$ cat src/rtl/ps2_host_tx_pkg.sv
// Shared definitions for the PS/2 host transmitter and its line synchroniser.
package ps2_host_tx_pkg;

  // Transmitter FSM state encodings
  localparam logic [2:0] ST_IDLE      = 3'd0;
  localparam logic [2:0] ST_INHIBIT   = 3'd1;
  localparam logic [2:0] ST_REQ       = 3'd2;
  localparam logic [2:0] ST_SEND      = 3'd3;
  localparam logic [2:0] ST_ACK       = 3'd4;
  localparam logic [2:0] ST_WAIT_IDLE = 3'd5;

  // Keyboard command / response bytes
  localparam logic [7:0] CMD_SET_LED = 8'hED;
  localparam logic [7:0] CMD_RESET   = 8'hFF;
  localparam logic [7:0] RSP_ACK     = 8'hFA;
  localparam logic [7:0] RSP_RESEND  = 8'hFE;

  // Odd parity bit for a PS/2 frame: total ones in data+parity is odd
  function automatic logic odd_parity(input logic [7:0] b);
    return ~^b;
  endfunction

endpackage

$ cat src/rtl/ps2_host_tx_line_sync.sv
// Two-flop synchroniser for the PS/2 clock and data pins plus falling-edge
// detection on the synchronised clock. Reset value is the idle (high) level.
module ps2_host_tx_line_sync (
  input  logic clk,
  input  logic reset,
  input  logic clk_pin,
  input  logic data_pin,
  output logic clk_sync,
  output logic data_sync,
  output logic clk_fall
);

  logic [1:0] clk_ff_reg;
  logic [1:0] data_ff_reg;
  logic       clk_prev_reg;

  // Synchronise both pins and remember the previous synced clock level
  always_ff @(posedge clk) begin
    if (reset) begin
      clk_ff_reg   <= 2'b11;
      data_ff_reg  <= 2'b11;
      clk_prev_reg <= 1'b1;
    end else begin
      clk_ff_reg   <= {clk_ff_reg[0], clk_pin};
      data_ff_reg  <= {data_ff_reg[0], data_pin};
      clk_prev_reg <= clk_ff_reg[1];
    end
  end

  assign clk_sync  = clk_ff_reg[1];
  assign data_sync = data_ff_reg[1];
  assign clk_fall  = clk_prev_reg & ~clk_ff_reg[1];

endmodule

$ cat src/rtl/ps2_host_tx.sv
// Host-to-device PS/2 transmitter: inhibits the bus, issues a request-to-send,
// shifts one byte out on device clock falls and checks the device ACK.
// Line outputs are drive-low enables for open-drain pins.
module ps2_host_tx
  import ps2_host_tx_pkg::*;
#(
  parameter int INHIBIT_CYC = 12000,
  parameter int TIMEOUT_CYC = 2000000
) (
  input  logic       clk,
  input  logic       reset,
  input  logic [7:0] tx_data,
  input  logic       tx_valid,
  output logic       tx_ready,
  input  logic       ps2clk_in,
  input  logic       ps2data_in,
  output logic       ps2clk_drive_low,
  output logic       ps2data_drive_low,
  output logic       busy,
  output logic       done,
  output logic       ack_err,
  output logic       timeout_err
);

  localparam int INH_W = $clog2(INHIBIT_CYC + 1);
  localparam int TO_W  = $clog2(TIMEOUT_CYC + 1);
  localparam logic [INH_W-1:0] INH_LAST = INH_W'(INHIBIT_CYC - 1);
  localparam logic [TO_W-1:0]  TO_LAST  = TO_W'(TIMEOUT_CYC - 1);

  logic             clk_sync;
  logic             data_sync;
  logic             clk_fall;

  logic [2:0]       state_reg;
  logic [7:0]       data_reg;
  logic             parity_reg;
  logic [3:0]       bit_cnt_reg;
  logic [INH_W-1:0] inh_cnt_reg;
  logic [TO_W-1:0]  to_cnt_reg;
  logic             clk_low_reg;
  logic             data_low_reg;
  logic             done_reg;
  logic             ack_err_reg;
  logic             timeout_err_reg;
  logic             to_hit;

  ps2_host_tx_line_sync u_sync (
    .clk       (clk),
    .reset     (reset),
    .clk_pin   (ps2clk_in),
    .data_pin  (ps2data_in),
    .clk_sync  (clk_sync),
    .data_sync (data_sync),
    .clk_fall  (clk_fall)
  );

  assign to_hit = (to_cnt_reg == TO_LAST);

  // Frame sequencing, bit shifting, ACK check and timeout supervision
  always_ff @(posedge clk) begin
    if (reset) begin
      state_reg       <= ST_IDLE;
      data_reg        <= '0;
      parity_reg      <= 1'b0;
      bit_cnt_reg     <= '0;
      inh_cnt_reg     <= '0;
      to_cnt_reg      <= '0;
      clk_low_reg     <= 1'b0;
      data_low_reg    <= 1'b0;
      done_reg        <= 1'b0;
      ack_err_reg     <= 1'b0;
      timeout_err_reg <= 1'b0;
    end else begin
      done_reg        <= 1'b0;
      ack_err_reg     <= 1'b0;
      timeout_err_reg <= 1'b0;
      case (state_reg)
        ST_IDLE: begin
          if (tx_valid) begin
            data_reg     <= tx_data;
            parity_reg   <= odd_parity(tx_data);
            bit_cnt_reg  <= '0;
            inh_cnt_reg  <= '0;
            clk_low_reg  <= 1'b1;
            data_low_reg <= 1'b0;
            state_reg    <= ST_INHIBIT;
          end
        end
        ST_INHIBIT: begin
          if (inh_cnt_reg == INH_LAST) begin
            data_low_reg <= 1'b1;
            state_reg    <= ST_REQ;
          end else begin
            inh_cnt_reg <= inh_cnt_reg + 1'b1;
          end
        end
        ST_REQ: begin
          // Release the clock; data stays low as the start bit
          clk_low_reg <= 1'b0;
          to_cnt_reg  <= '0;
          state_reg   <= ST_SEND;
        end
        ST_SEND: begin
          if (clk_fall) begin
            to_cnt_reg  <= '0;
            bit_cnt_reg <= bit_cnt_reg + 1'b1;
            if (bit_cnt_reg < 4'd8) begin
              data_low_reg <= ~data_reg[bit_cnt_reg[2:0]];
            end else if (bit_cnt_reg == 4'd8) begin
              data_low_reg <= ~parity_reg;
            end else begin
              data_low_reg <= 1'b0;
              state_reg    <= ST_ACK;
            end
          end else if (to_hit) begin
            clk_low_reg     <= 1'b0;
            data_low_reg    <= 1'b0;
            timeout_err_reg <= 1'b1;
            state_reg       <= ST_IDLE;
          end else begin
            to_cnt_reg <= to_cnt_reg + 1'b1;
          end
        end
        ST_ACK: begin
          if (clk_fall) begin
            to_cnt_reg <= '0;
            if (!data_sync) begin
              state_reg <= ST_WAIT_IDLE;
            end else begin
              ack_err_reg <= 1'b1;
              state_reg   <= ST_IDLE;
            end
          end else if (to_hit) begin
            clk_low_reg     <= 1'b0;
            data_low_reg    <= 1'b0;
            timeout_err_reg <= 1'b1;
            state_reg       <= ST_IDLE;
          end else begin
            to_cnt_reg <= to_cnt_reg + 1'b1;
          end
        end
        ST_WAIT_IDLE: begin
          if (clk_sync && data_sync) begin
            done_reg  <= 1'b1;
            state_reg <= ST_IDLE;
          end else if (clk_fall) begin
            to_cnt_reg <= '0;
          end else if (to_hit) begin
            clk_low_reg     <= 1'b0;
            data_low_reg    <= 1'b0;
            timeout_err_reg <= 1'b1;
            state_reg       <= ST_IDLE;
          end else begin
            to_cnt_reg <= to_cnt_reg + 1'b1;
          end
        end
        default: begin
          clk_low_reg  <= 1'b0;
          data_low_reg <= 1'b0;
          state_reg    <= ST_IDLE;
        end
      endcase
    end
  end

  assign tx_ready          = (state_reg == ST_IDLE);
  assign busy              = (state_reg != ST_IDLE);
  assign ps2clk_drive_low  = clk_low_reg;
  assign ps2data_drive_low = data_low_reg;
  assign done              = done_reg;
  assign ack_err           = ack_err_reg;
  assign timeout_err       = timeout_err_reg;

endmodule

$ cat config.mk
export PLATFORM = sky130hd
export DESIGN_NAME = ps2_host_tx
export DESIGN_NICKNAME = d
export VERILOG_FILES = /design/src/rtl/ps2_host_tx_pkg.sv /design/src/rtl/ps2_host_tx_line_sync.sv /design/src/rtl/ps2_host_tx.sv
export SDC_FILE = /design/constraint.sdc
export NUM_CORES = 1
export LEC_CHECK = 0
export ABC_AREA = 1
export BUFFER_PORTS_ARGS = -buffer_cell sky130_fd_sc_hd__buf_2
export CELL_PAD_IN_SITES_DETAIL_PLACEMENT = 0
export CELL_PAD_IN_SITES_GLOBAL_PLACEMENT = 1
export CORE_ASPECT_RATIO = 0.5
export CORE_MARGIN = 3
export CORE_UTILIZATION = 46
export DETAILED_ROUTE_END_ITERATION = 7
export PLACE_DENSITY_LB_ADDON = 0.1
export SLEW_MARGIN = 25
export SYNTH_ARGS = -nofsm -noshare
export SYNTH_HDL_FRONTEND = slang
export SYNTH_SLANG_ARGS = --single-unit
$ cat constraint.sdc
create_clock -name clk -period 4.86 [get_ports clk]
set_input_delay 1.458 -clock clk [delete_from_list [all_inputs] [get_ports clk]]
set_output_delay 1.458 -clock clk [all_outputs]
set_load 0.01 [all_outputs]
; Word-level counts from Yosys, hierarchy flattened
; Index checks and enable logic that the tools add are counted.
; Widths: inputs -> output; s select.
[word_totals]
register_bits = 61
latchBits = 0
mem_bits_rw = 0
rom_bits = 0
in_bits = 13
out_inout_bits = 7
wordCells = 104
n_memories = 0
[classes]
addsub = 3
multipliers = 0
div_mod_pow = 0
order_cmp = 2
eq_ne = 16
n_shift = 0
n_mux = 43
bitwise_logic = 9
reduce_logical = 17
[ops]
columns = operator, n
row1 = $mux 21, 3
row2 = $pmux 21 s3, 1
row3 = $mux 3, 10
row4 = $mux 14, 2
row5 = $pmux 14 s2, 1
row6 = $add 21x1->21 const B, 1
row7 = $eq 21x21->1 const B, 1
row8 = $mux 1, 18
row9 = $pmux 3 s6, 1
row10 = $add 14x1->14 const B, 1
row11 = $eq 14x14->1 const B, 1
row12 = $ne 2x2->1 const B, 5
row13 = $ne 3x3->1 const B, 3
row14 = $reduce_and 3->1, 3
row15 = $mux 4, 2
row16 = $not 1->1, 8
row17 = $pmux 4 s2, 1
row18 = $reduce_xnor 8->1, 1
row19 = $eq 3x2->1 const B, 2
row20 = $eq 3x3->1 const B, 2
row21 = $pmux 1 s6, 1
row22 = $reduce_bool 3->1, 2
row23 = $reduce_and 5->1, 1
row24 = $add 4x1->4 const B, 1
row25 = 15 further kinds, 18

; Depth between registers and ports, before layout
[depth]
word_depth = 6
ltp_mapped = 13
depth_no_buf = 12

; Hierarchy
; From an unflattened synthesis, not the netlist that was laid out.
[unflattened]
cells_unflattened = 516
hier_area_um2 = 3363.2
[by_module_without_submodules]
columns = mod, n_inst, cells_per_inst, area_each_um2, seq_area_each_um2
row1 = ps2_host_tx, 1, 498, 3214.3, 1121.1
row2 = ps2_host_tx_line_sync, 1, 18, 148.9, 100.1

; Worst setup path before layout
; Ideal clock, no wire load.
[synth_path]
path_kind = input to register
startpoint = input tx_valid
endpoint = register inh_cnt_reg[3]
setup_time_ps = 122
arrival_ps = 2186
required_ps = 4738
slack_ps = 2553
cell_stages = 7
path_buffers = 0
cell_sequence = inv_1 -> nor2_2 -> inv_2 -> nand2_2 -> inv_1 -> o21ai_0 -> a21oi_1
[synth_via]
elab_chain_len = 2
[synth_lines]
columns = element, line
row1 = from (decl), ps2_host_tx.sv:13  ; input logic tx_valid,
row2 = $ne 2x2->1 (no line), --
row3 = $reduce_and 3->1 (no line), --
row4 = to (signal assigned), ps2_host_tx.sv:94  ; inh_cnt_reg <= inh_cnt_reg + 1'b1;
row5 = to (decl), ps2_host_tx.sv:38  ; logic [INH_W-1:0] inh_cnt_reg;
; No other way between the ends.
; A chain may end at the register's enable or synchronous reset.

; Worst setup path in the final report
[layout_path]
startpoint = register state_reg[0]
endpoint = output tx_ready
[layout_via]
elab_chain_len = 1
[layout_lines]
columns = element, line
row1 = from (decl), ps2_host_tx.sv:34  ; logic [2:0] state_reg;
row2 = from (signal assigned), ps2_host_tx.sv:62  ; state_reg <= ST_IDLE;
row3 = from (signal assigned), ps2_host_tx.sv:86  ; state_reg <= ST_INHIBIT;
row4 = from (signal assigned), ps2_host_tx.sv:92  ; state_reg <= ST_REQ;
row5 = $logic_not 3->1, ps2_host_tx.sv:166  ; assign tx_ready = (state_reg == ST_IDLE);
row6 = to (decl), ps2_host_tx.sv:14  ; output logic tx_ready,
; No other way between the ends.

==> out/metrics.yaml <==
global_routing:
  grt_util_met3: 0.0785
  grt_max_degree: 30
  grt_pass1_wl_um: 13500
  grt_pass1_vias: 2872
  met1_usage: 0.262
  grt_use_total: 0.199
  overflow: 0
  grt_busiest_layer: "met2"
  grt_antenna_before_repair: 0
  use_met2: 0.310
timing:
  fin_ws_ps: 2180
  max_freq_mhz: 373
  finalSetupViolations: 0
  finalHoldViolations: 0
  relSlewSlack: 0.458
  finalCritPeriodShare: 0.551
  fin_tns_setup_ps: 0
  clock_skew_ps: 4.54
  slew_viol_final: 0
  tightestPinTransition_ps: 807
  min_period_ps: 2680
  rsz0062_at_grt: "false"
setup_path:
  crit_fanout: 7
  rr_worst_depth: 7
  r2r_start: "to_cnt_reg[0]"
  crit_family: "flip-flops"
  cp-end-kind: "output pin"
  crit_type: "reg -> out"
  arrival_ps: 1220
  path_cells: "nor2_1 -> nand2_1 -> inv_1 -> buf_2"
  critPathSlowestCell: "dfxtp_1"
  critPathBufInv: 2
  cp.required_ps: 3400
  cpPeakStageDelay_ps: 370
  r2r_slack_ps: 2580
  rr_endpoint: "to_cnt_reg[3]"
  startpoint_type: "register"
layout:
  final-seq-area_um2: 1220
  drive_above_1_share: 0.111
  largest_reg_flops: 21
  n_antenna_cell: 0
  multi_input_area_um2: 1850
  area_growth_syn_to_layout_pct: 12.5
  fillers: 724
  fin_nets: 563
min_path:
  hp-class: "reg -> reg"
  hold_end: "u_sync.data_ff_reg[1]"
  min_from: "u_sync.data_ff_reg[0]"
  hold-path-cell-count: 1
logic_synthesis:
  synth.top_cell.area_share: 0.360
  synth_area_leader_cell: "dfxtp_1"
  ys_warn_count: 0
  syn-num-nets: 543
  synth_cells: 526
  yosys-top-cells-area: "dfxtp_1, nand2_1, nor2_1"
  synth-seq-cells: 61
  ys_top_cells_by_count: "nand2_1, nor2_1, inv_1"
  ys_seq_area_frac: 0.360
  synth.most_common_cell: "nand2_1"
  synth_area_um2: 3390
  async_flop_share: 0
  ys_types: 31
  syn_avg_cell_area_um2: 6.45
  synth-edff-count: 0
  synth_top_flop_cell: "dfxtp_1"
die:
  initial_core_util: 0.491
  std_cell_rows: 21
  ios: 20
  core_area_um2: 6910
  fp.dieH_um: 66.7
  die_area_um2: 8500
  die_w_um: 127
clocking:
  cts.repair.resized: 0
  h-tree-depth: 3
  path_clk_slew_ps: 50
  numCtsBuffers: 9
  post_cts_buffers: 0
  root_buffer: "clkbuf_16"
  cts_tree: "done"
  cts_buffer_depth: 2
  clock_sinks: 61
  cts-hold-fix-buffers: 0
  clk_latency_ps: 330
drt:
  drcViolationCount: 0
  antenna_left: 0
  viasPerCell: 5.04
  drtIter0Drc: 187
  dr.pass1.iters: 4
  vias: 3233
  wl_per_cell_um: 12.1
  routed_wl_um: 7740
power:
  p_per_area_nw_per_um2: 375
  p_leak_nw: 1.57
  ir_drop_mv: 0.187
outcome:
  run_status: "complete, no violations"
placed_design:
  hpwl_um: 5580
  post-place-ws_ps: 1920
  io_buffers: 19
  gp_congestion: 0.865
flow_run:
  maxCapViolations: 0
==> report_power, final <==
| part | total, mW | switching [mW] | internal, mW |
|---|---|---|---|
| logic | 0.265 | 0.186 | 0.0790 |
| registers | 0.558 | 0.0229 | 0.535 |
| clock network | 0.609 | 0.218 | 0.390 |
==> kinds of logic after synthesis <==
| group | synth area share |
|---|---|
| AO/OA/AOI/OAI | 0.142 |
| buffers and inverters | 0.0948 |
| flip-flops | 0.360 |
| adder cells (fa/ha/maj) | 0.0148 |
| AND/OR/NAND/NOR | 0.365 |
| XOR/XNOR | 0.0232 |
==> per-layer routing <==
layer,vias up,routed length (µm)
met2,47,3460
met1,1438,3870
met5,-,0
met4,0,34
met3,5,376
li1,1743,-
==> worst register-to-register path, delay by kind of cell (launching register included) <==
family,cells,cell delay [ps]
adders and majority gates,1,210
AOI/OAI and AO/OA,2,840
DFF,1,370
and+or+nand+nor,4,760
==> placed cells by master (no fill, tap or decap), drive strengths merged <==
cell type | netlist | final
nor3 | 12 | 12
nand3b | 3 | 3
inv | 68 | 68
clkinv | 0 | 3
nor4 | 2 | 2
or2 | 4 | 4
bufinv | 0 | 1
o21ai | 30 | 30
nand2 | 137 | 137
and2 | 1 | 1
clkinvlp | 0 | 1
dfxtp | 61 | 61
o22ai | 1 | 1
nand3 | 44 | 44
xnor2 | 6 | 6
o211a | 1 | 1
o31ai | 1 | 1
ha | 4 | 4
nor2 | 70 | 70
and3 | 1 | 1
a21oi | 54 | 54
clkbuf | 3 | 10
nand4 | 12 | 12
o211ai | 1 | 1
xor2 | 3 | 3
buf | 7 | 19
==> final cells by class <==
type,count,area share
clock buffer,10,0.0600
timing repair buffer,19,0.0249
tap,92,0.0302
inverter,68,0.0669
multi-input combinational,387,0.484
clock inverter,5,0.0138
sequential,61,0.320
==> worst max-delay path by stage <==
stage,startpoint,to,slack (ps),cells after the start
final,state_reg[0],tx_ready,2180,4
after global routing,reset,bit_cnt_reg[3],2050,6
after CTS,state_reg[0],tx_ready,2190,4
after detailed placement,reset,inh_cnt_reg[4],1920,6
after global placement,reset,to_cnt_reg[9],1960,6
after floorplan,tx_valid,inh_cnt_reg[3],2550,7
==> stage by stage <==
stage	cell area, µm²	cells	utilization	hold WS, ps	total power [mW]
floorplan	3390	526	-	389	0.786
global placement	3530	627	0.511	403	0.834
detailed placement	3530	627	0.511	405	0.834
CTS	3820	642	0.552	420	1.45
global route	3820	642	0.552	443	1.51
finish	3820	642	0.552	417	1.43
No activity file was read; power rests on OpenSTA's default activity.
